===== src/rtl/subtract_32_bit_if.sv =====
// subtract_32_bit_if: operand/result bundle for the 32-bit subtractor
//   a, b     : minuend and subtrahend (driven by master)
//   sum      : registered a - b
//   cout     : registered carry-out, 1 = no borrow
//   overflow : registered signed overflow
//   zero     : registered all-zero difference flag
interface subtract_32_bit_if #(parameter int WIDTH = 32);
   logic [WIDTH-1:0] a;
   logic [WIDTH-1:0] b;
   logic [WIDTH-1:0] sum;
   logic             cout;
   logic             overflow;
   logic             zero;
   modport master (output a, b, input sum, cout, overflow, zero);
   modport slave  (input a, b, output sum, cout, overflow, zero);
endinterface


===== src/rtl/subtract_32_bit.sv =====
// subtract_32_bit: registered a - b via a + ~b + 1 ripple chain with carry, overflow and zero flags
//   clk   : rising-edge clock
//   rst_n : asynchronous active-low reset, clears all outputs
//   bus   : slave side of subtract_32_bit_if (a, b in; sum, cout, overflow, zero out)
module subtract_32_bit #(parameter int WIDTH = 32) (
   input logic               clk,
   input logic               rst_n,
   subtract_32_bit_if.slave  bus
);
   logic [WIDTH-1:0] w_nb;
   logic [WIDTH-1:0] w_s;
   logic [WIDTH:0]   w_c;
   logic             w_ov;
   logic [WIDTH-1:0] r_sum;
   logic             r_cout;
   logic             r_ov;
   logic             r_zero;
   assign w_nb   = ~bus.b;
   assign w_c[0] = 1'b1;
   for (genvar i = 0; i < WIDTH; i++) begin : g_fa
      assign w_s[i]   = bus.a[i] ^ w_nb[i] ^ w_c[i];
      assign w_c[i+1] = (bus.a[i] & w_nb[i]) | (bus.a[i] & w_c[i]) | (w_nb[i] & w_c[i]);
   end
   // signed overflow only when operand signs differ and the result sign leaves a's sign
   assign w_ov = (bus.a[WIDTH-1] != bus.b[WIDTH-1]) && (w_s[WIDTH-1] != bus.a[WIDTH-1]);
   always_ff @(posedge clk or negedge rst_n)
      if (!rst_n) begin
         r_sum  <= '0;
         r_cout <= 1'b0;
         r_ov   <= 1'b0;
         r_zero <= 1'b0;
      end else begin
         r_sum  <= w_s;
         r_cout <= w_c[WIDTH];
         r_ov   <= w_ov;
         r_zero <= ~|w_s;
      end
   assign bus.sum      = r_sum;
   assign bus.cout     = r_cout;
   assign bus.overflow = r_ov;
   assign bus.zero     = r_zero;
endmodule


===== src/flat_wrapper.sv =====
// flat-port wrapper written by rule: the top's interface ports become plain ports
module subtract_32_bit_flat 
#(parameter int WIDTH = 32)
  (clk, rst_n, bus_a, bus_b, bus_sum, bus_cout, bus_overflow, bus_zero);
  subtract_32_bit_if #(.WIDTH(WIDTH)) bus_i ();
  input logic clk;
  input logic rst_n;
  input wire logic [$bits(bus_i.a)-1:0] bus_a;
  input wire logic [$bits(bus_i.b)-1:0] bus_b;
  output wire logic [$bits(bus_i.sum)-1:0] bus_sum;
  output wire logic [$bits(bus_i.cout)-1:0] bus_cout;
  output wire logic [$bits(bus_i.overflow)-1:0] bus_overflow;
  output wire logic [$bits(bus_i.zero)-1:0] bus_zero;
  assign bus_i.a = bus_a;
  assign bus_i.b = bus_b;
  assign bus_sum = bus_i.sum;
  assign bus_cout = bus_i.cout;
  assign bus_overflow = bus_i.overflow;
  assign bus_zero = bus_i.zero;
  subtract_32_bit #(.WIDTH(WIDTH)) u_core (.clk(clk), .rst_n(rst_n), .bus(bus_i));
endmodule

===== config.mk =====
export PLATFORM = sky130hd
export DESIGN_NAME = subtract_32_bit_flat
export DESIGN_NICKNAME = d
export VERILOG_FILES = /design/src/rtl/subtract_32_bit_if.sv /design/src/rtl/subtract_32_bit.sv /design/src/flat_wrapper.sv
export SDC_FILE = /design/constraint.sdc
export NUM_CORES = 1
export LEC_CHECK = 0
export BUFFER_PORTS_ARGS = -buffer_cell sky130_fd_sc_hd__buf_4
export CAP_MARGIN = 20
export CORE_MARGIN = 1
export CORE_UTILIZATION = 44
export DETAILED_ROUTE_END_ITERATION = 10
export PLACE_DENSITY_LB_ADDON = 0.05
export SYNTH_ARGS = -nofsm -noshare
export SYNTH_HDL_FRONTEND = slang
export SYNTH_SLANG_ARGS = --single-unit

===== constraint.sdc =====
create_clock -name clk -period 0.8 [get_ports clk]
set_input_delay 0.16 -clock clk [delete_from_list [all_inputs] [get_ports clk]]
set_output_delay 0.16 -clock clk [all_outputs]
set_load 0.1 [all_outputs]

==> results.cfg <==
[outcome]
violations = setup timing
status = finished with violations

[die]
die_w_um = 66.77
ios = 101
core_sq_mm = 0.004000
initial_core_util = 0.4614
dieArea_sq_mm = 0.004458
die_h_um = 66.77
num_rows = 23

[pwr]
power_density_mw_per_mm2 = 2677
ir_drop_mv = 1.550
p_leak_nw = 1.641
finalPower_mw = 9.289

[clock_tree]
numClockSinks = 35
path_clk_slew_ns = 0.07
cts_made_buffers = 5
cts_root_buf = clkbuf_8
cts_tree = yes
h-tree-depth = 2
clk_path_buf_depth = 2

[routing]
dr.pass1.iters = 4
finalWirelength_um = 4610
drt_iter0_drc = 66
ant_nets = 0
wl_per_cell_um = 15.02
vias = 1373
route.met2.wl_um = 2666
wl_met3_um = 392
vias_per_cell = 4.472
highest_layer = met4
wl_met1_um = 1451
drc_errors = 0

[synthesis]
avgSynthCellArea_sq_um = 12.73
synth_top_family_by_area = adder cells
synth-adder-area-share = 0.3498
syn-cell-area_sq_mm = 0.001846
syn-num-nets = 244
synth_xor_area_frac = 0.004746
ys_types = 9
ys_warn_count = 0
synth-seq-cells = 35
synth_simple_gate_area_frac = 0.04068
synthMuxAreaShare = 0
netlist_instances = 145
synth-seq-area-share = 0.4746
synth-compound-area-share = 0

[sta]
period_minus_slack_ns = 12.02
final_hold_viol_count = 0
hold_slack_ns = 0.1312
min_period_over_period = 15.02
final-setup-viol-count = 69
fin_ws_ns = -11.22
rsz0062_at_grt = yes
slew_viol_final = 0
tightest_slew_ns = 0.3213
max_freq_mhz = 83.20
slew_headroom = 0.7858

[cells_and_area]
fin_nets = 355
drive_gt1_frac = 0.7899
fin_area_sq_mm = 0.003470
fillers = 199
final_common_cell = buf_4
post-route-util = 0.8674
syn_to_final_growth_pct = 88.00
final_cell_mix = buf_4, inv_1, buf_12, dfrtp_4, fa_2
antenna_cells = 0

[grt]
grt_pass1_vias = 1560
grt_pass1_wl_um = 7134
grt_usage = 0.2344
grt_overflow = 0
grt_antenna_before_repair = 0
grt_max_degree = 36

[setup_path]
crit_slowest_cell = or4_1
crit_required_ns = 1.02
slowest_delay_ns = 0.48
worstSetupPathType = input port to register
crit_path_frequent_cell = fa_2
crit_path_end_kind = register
critical_path.top_delay_family = adder cells
path_max_fanout = 2
startpoint_type = input port
cp.arrival_ns = 12.24
crit_buf_inv = 3

[placement]
portBuffers = 100
placed_area_sq_mm = 0.002904
place_hpwl_um = 3450
gp_congestion = 0.7874
place_ws_ns = -11.48

[run]
max_cap_violations = 0

[hold_path]
hold_class = input port to register
==> through the flow <==
stage | instances | TNS (ns)
after detailed placement | 298 | -206.83
after global placement | 298 | -205.32
after CTS | 308 | -205.56
final | 307 | -206.66
after global routing | 307 | -211.21
after floorplan | 145 | -194.93
==> layer usage <==
layer	up-vias	track usage
li1	618	-
met1	682	0.2386
met2	62	0.4318
met3	11	0.09589
met4	0	0.06915
met5	-	0
==> Yosys cell counts (all sizes together) <==
cell type	n	area, sq um
nor2	2	7.510
fa	31	620.6
ha	2	25.02
nand4	7	43.79
nand4b	1	8.760
xnor2	1	8.760
dfrtp	35	875.8
inv	64	240.2
or4	2	15.01
==> timing repair <==
| action | CTS | global route |
|---|---|---|
| buffers inserted | 1 | 1 |
| hold buffers | 1 | 0 |
| gates resized for setup | 116 | 19 |
| pin swaps | 1 | 1 |
| endpoints found under the hold margin | 35 | 0 |
| cloned | 0 | 0 |
| setup endpoints to repair | 69 | 103 |
==> power by group <==
part           internal (mW)  switching (mW)
Clock                  0.786           0.633
Sequential              2.32           0.280
Combinational           1.97            3.30
==> path summary, 6_finish.rpt <==
check,slack (ns),depth (start not counted),end,start
setup / recovery,-11.22,38,u_core.bus.zero,bus_a[0]
min in group asynchronous,0.32,2,u_core.bus.sum[2],rst_n
hold / removal,0.13,3,u_core.bus.sum[0],bus_b[0]
max in group asynchronous,0.20,2,u_core.bus.sum[8],rst_n
==> registers in the layout, summed over array words and instances (netlist names) <==
register / cells
u_core.bus.zero: 1
u_core.bus.overflow: 1
u_core.bus.cout: 1
u_core.bus.sum: 32
==> final cells by class <==
type | count | area, sq um | area share
Tap cell | 50 | 62.56 | 0.01803
Clock buffer | 8 | 100.1 | 0.02885
Inverter | 64 | 247.7 | 0.07140
Multi-Input combinational cell | 46 | 824.5 | 0.2376
Timing Repair Buffer | 104 | 1231 | 0.3548
Sequential cell | 35 | 1003 | 0.2892
==> cells by family after synthesis <==
family	after synthesis
xor+xnor	1
fa+ha+maj	33
buf+inv	64
flops	35
simple gates	12
No activity file was read; power rests on OpenSTA's default activity.
